`config.mk`:
```
export PLATFORM = sky130hd
export DESIGN_NAME = hs_gl
export DESIGN_NICKNAME = d
export VERILOG_FILES = /design/src/rtl/hs_gl.sv
export SDC_FILE = /design/constraint.sdc
export NUM_CORES = 1
export LEC_CHECK = 0
export ABC_AREA = 1
export CORE_MARGIN = 3
export CORE_UTILIZATION = 30
export DETAILED_ROUTE_END_ITERATION = 16
export GPL_ROUTABILITY_DRIVEN = 0
export PLACE_DENSITY = 0.58
export SLEW_MARGIN = 30
export SYNTH_ARGS = -nofsm -noshare
export SYNTH_HDL_FRONTEND = slang
export SYNTH_SLANG_ARGS = --single-unit
```
`constraint.sdc`:
```
create_clock -name clk -period 1.8 [get_ports clk]
set_input_delay 0.45 -clock clk [delete_from_list [all_inputs] [get_ports clk]]
set_output_delay 0.45 -clock clk [all_outputs]
set_load 0.02 [all_outputs]
```
`src/rtl/hs_gl.sv`:
```
// hs_gl: WIDTH-lane gate-level half subtractor with registered, valid-qualified copy and saturating borrow counter
module hs_gl #(
  parameter int WIDTH = 1,
  parameter int CNT_W = 8
) (
  input  logic             clk,
  input  logic             rst_n,
  input  logic [WIDTH-1:0] ip1,
  input  logic [WIDTH-1:0] ip2,
  output wire  [WIDTH-1:0] borrow,
  output wire  [WIDTH-1:0] difference,
  input  logic             in_valid,
  output logic [WIDTH-1:0] borrow_q,
  output logic [WIDTH-1:0] difference_q,
  output logic             out_valid,
  output logic             borrow_any,
  output logic [CNT_W-1:0] borrow_cnt,
  input  logic             cnt_clr
);
  logic [WIDTH-1:0] r_borrow;
  logic [WIDTH-1:0] r_diff;
  logic             r_valid;
  logic [CNT_W-1:0] r_cnt;
  logic             w_sat;
  for (genvar i = 0; i < WIDTH; i++) begin : g_lane
    wire w_n;
    not u_not (w_n, ip1[i]);
    and u_and (borrow[i], w_n, ip2[i]);
    xor u_xor (difference[i], ip1[i], ip2[i]);
  end
  assign borrow_any = |borrow;
  assign w_sat      = &r_cnt;
  always_ff @(posedge clk or negedge rst_n) begin
    if (!rst_n) begin
      r_borrow <= '0;
      r_diff   <= '0;
      r_valid  <= 1'b0;
      r_cnt    <= '0;
    end else begin
      r_valid <= in_valid;
      if (in_valid) begin
        r_borrow <= borrow;
        r_diff   <= difference;
      end
      // clear wins over a same-cycle increment; saturate instead of wrapping
      if (cnt_clr) r_cnt <= '0;
      else if (in_valid && borrow_any && !w_sat) r_cnt <= r_cnt + CNT_W'(1);
    end
  end
  assign borrow_q     = r_borrow;
  assign difference_q = r_diff;
  assign out_valid    = r_valid;
  assign borrow_cnt   = r_cnt;
endmodule

```
### Word level (Yosys, flattened, before mapping)

Cells that the tools add are included.

| word-level totals | value |
|---|---|
| word-level logic and storage cells | 15 |
| register bits after elaboration | 11 |
| bits of input ports | 6 |
| output and inout bits | 14 |

| operators by class | value |
|---|---|
| mux-type cells | 2 |
| bitwise logic cells | 3 |
| reductions and logical operators | 5 |
| $add $sub $neg | 1 |

Operator list:

| kind | number |
|---|---|
| 8-bit 2-to-1 mux | 2 |
| 8-bit by 1-bit adder with 8-bit output (second input constant) | 1 |
| 8-bit AND reduction | 1 |
| 1-bit logical AND | 2 |
| 2-bit nonzero test | 1 |
| 1-bit AND | 1 |
| 1-bit zero test | 1 |
| 1-bit inverter | 1 |
| 1-bit XOR | 1 |

### Longest topological paths before layout

| depth | value |
|---|---|
| depth after elaboration | 6 |
| depth in mapped cells | 10 |
| mapped depth without buffers | 10 |

### Worst setup path after synthesis

Ideal clock, no wire load.

| path | value |
|---|---|
| path kind | input to register |
| start | input port ip1 |
| end | register r_cnt[5] (netlist: borrow_cnt[5]) |
| required time | 1.682 ns |
| setup slack | 0.356 ns |
| setup time | 0.118 ns |
| path buffers | 0 |
| stages | 9 |
| arrival time | 1.327 ns |
| cell sequence | inv_1 ha_1 nand2_1 inv_2 nand2_1 nor2_1 nand2_1 nor2_1 nor2_2 |

| between the ends | value |
|---|---|
| cells in the longest elaborated chain, start to end | 5 |

Ends and longest elaborated chain:

| item | RTL line | source |
|---|---|---|
| from (decl) | 8 | `input logic [WIDTH-1:0] ip1,` |
| 1-bit inverter | 27 | `not u_not (w_n, ip1[i]);` |
| 1-bit AND | 28 | `and u_and (borrow[i], w_n, ip2[i]);` |
| via borrow | 10 | `output wire [WIDTH-1:0] borrow,` |
| 1-bit logical AND (2 in series) | 47 | `else if (in_valid && borrow_any && !w_sat) r_cnt <= r_cnt + CNT_W'(1);` |
| 2-bit nonzero test (no source line) | n/a |  |
| to (signal assigned) | 47 |  |
| to (decl) | 23 | `logic [CNT_W-1:0] r_cnt;` |

The timed path passes the listed nets, and every way through them passes these cells.
A chain may end at the register's enable or synchronous reset.

### Final worst setup path

| path | value |
|---|---|
| start | register r_cnt[5] (netlist: borrow_cnt[5]) |
| end | output port borrow_cnt[5] |

RTL lines:

| item | RTL line | source |
|---|---|---|
| to (decl) | 17 | `output logic [CNT_W-1:0] borrow_cnt,` |

No word-level cell between the ends.

==> metrics <==
CTS sink cnt 11; Slew HR 65.7%; leading area contributor after synthesis dfrtp_1; Sequential Power Share 50.1%; pre-CTS setup slack -0.537 ns; starting density of the core 32.6%; Worst Path Arrival 1.27 ns; min setup slack post-route 0.0793 ns; crit end category primary output; final WL 1520 um; H-tree levels 1; vias in the first global route 609; Die ar. 2770 um^2; Slew Limit Fails 0; # IOs 20; power share of the clock group 33.3%; Comb pwr share 16.6%; sw power 139 uW; CP max stage delay 0.62 ns; total power 515 uW; Die Ht 52.6 um; Fillers 208; routed vias/inst 4.44; synth warn 0; unrepaired setup endpoints after global routing no; min-delay worst type reg -> reg; DIE WIDTH 52.6 um; Post-synth ARST share 100%; GR Util All Layers 13.7%; most common cell in the synthesized netlist nand2_1; CTS tree yes; prevailing post-synth register cell dfrtp_1; first-pass GRT wire length 2770 um; Commonest cells post-synth 26 x nand2_1, 11 x dfrtp_1, 10 x nand3_1; clock latency on the worst-skew pair 0.27 ns; antenna viol nets, final 0; number of post-CTS setup repair buffers 0; CP required 1.35 ns; area of the mapped netlist 652 um^2; Distinct cells, synth 19; Root Driver clkbuf_4; initial antenna violation count 0; Synth top area share 42.2%; number of synthesized register bits 11; fraction of layout instances using a drive strength above 1 19.1%; Placed Instance Area 876 um^2; via count 608; MaxCap Viol Count 0; total grt overflow 0; Hold Buf Count CTS 0; status finished, final reports clean; IO buf count 19; Clock transition at path regs 0.07 ns; top post-synthesis cells by area dfrtp_1 42%, nand2_1 15%, nand3_1 7.7%; Min Clock Period, post-route 1.72 ns; DRC Markers 0; Final #Nets 119; fin crit share 95.6%; Wirelength per Cell 11.1 um; Avg Inst Size Synth 7.49 um^2; sum of buffers and inverters on the critical path 1; largest net degree at the start of global routing 12; std cell rows 16; diode count 0; Clock Tree Buf Depth 2; Least-Margin Pin Slew 0.512 ns; Startpoint Class flop; HPWL after DPL 1090 um; Sw Share 26.9%; R2R Setup Slk 0.46 ns; P&R area growth vs syn 40.3%; Leak Pwr 0.544 nW; Post-synth EDFFs 0; Inserted Clock Buffers 3; Synthesized Nets 95; Seq/Total Area, Yosys 42.2%; final instance area 915 um^2; Internal Power 376 uW; Slowest cell on crit path clkdlybuf4s50_1; final worst clock skew 0.00233 ns; Setup crit start borrow_cnt[5]; final setup fails 0; Power per Cell Area 563 nW/um^2; achievable frequency 581 MHz; core area 2000 um^2; first-pass iteration count of the detailed router 4; delay-heaviest family, CP buffers and inverters; post-layout util 45.7%; worst-path cell chain clkdlybuf4s50_1; HP Start borrow_q; worst hold margin 0.483 ns; DRC marker count from the first detailed-route iteration 7; crit-path max FO 4; worst vdd ir 0.000354 V; final hold violations 0; crit path kind reg -> out; Synth Instances 87; Reg-to-Reg Start borrow_cnt[0]
worst paths after layout:
check,to,depth (start not counted)
max in group asynchronous,difference_q,1
min in group asynchronous,borrow_cnt[3],1
worst max-delay path,borrow_cnt[5],1
worst max register to register,borrow_cnt[0],6
worst min register to register,borrow_q,2
worst min-delay path,borrow_q,2
routing by layer:
| layer | track usage, % | vias up | wire length [um] | part of all wire [%] |
|---|---|---|---|---|
| li1 | - | 317 | - | - |
| met3 | 3.99 | 2 | 109 | 7.2 |
| met5 | 0 | - | 0 | 0 |
| met4 | 7.66 | 0 | 14 | 0.92 |
| met1 | 17.3 | 271 | 672 | 44 |
| met2 | 20.7 | 18 | 725 | 48 |
stage by stage:
step                      std cells  setup TNS [ns]
after CTS                       137               0
after global routing            137               0
after global placement          133           -1.19
after floorplan                  87               0
after detailed placement        133           -1.25
final                           137               0
final cells by class:
class	count	area, um^2	area share (%)
Clock buffer	4	26.3	2.87
Inverter	13	48.8	5.34
Multi-Input combinational cell	62	333	36.4
Sequential cell	11	275	30.1
Tap cell	27	33.8	3.69
Timing Repair Buffer	20	198	21.6
logic make-up after synthesis:
logic type / count (synthesis) / synth area share (%)
compound gates: 6 / 5.95
fa+ha+maj: 2 / 3.84
simple gates: 53 / 38.0
flops: 11 / 42.2
xor+xnor: 1 / 1.34
buf+inv: 14 / 8.64
power by group through the flow:
stage | combinational (mW) | sequential, mW | clock [mW]
CTS | 0.0874 | 0.258 | 0.177
finish | 0.0854 | 0.258 | 0.172
global placement | 0.0861 | 0.263 | 0
detailed placement | 0.0865 | 0.263 | 0
floorplan | 0.0303 | 0.272 | 0
global route | 0.0948 | 0.260 | 0.200
cells in the final DEF, fill, tap and decap left out, drive strengths merged:
master and count:
inv 13, clkbuf 4, dlymetal6s2s 5, xor2 1, a21oi 1, clkdlybuf4s50 8, dlygate4sd2 3, dfrtp 11
buf 4, nand4 1, o21bai 2, ha 2, o21ai 3, nand3 10, nand2 30, nor3 1
nor2 11
state kept, by name (all words and copies together), names as in the netlist:
register and count:
borrow_cnt 8, difference_q 1, out_valid 1, borrow_q 1
timing repair:
action	CTS	global route
resized for setup	19	5
setup endpoints to repair	4	5
hold endpoints to repair	0	0
pin swaps	1	0
cloned	0	0
Power figures use the tool's default switching activity.
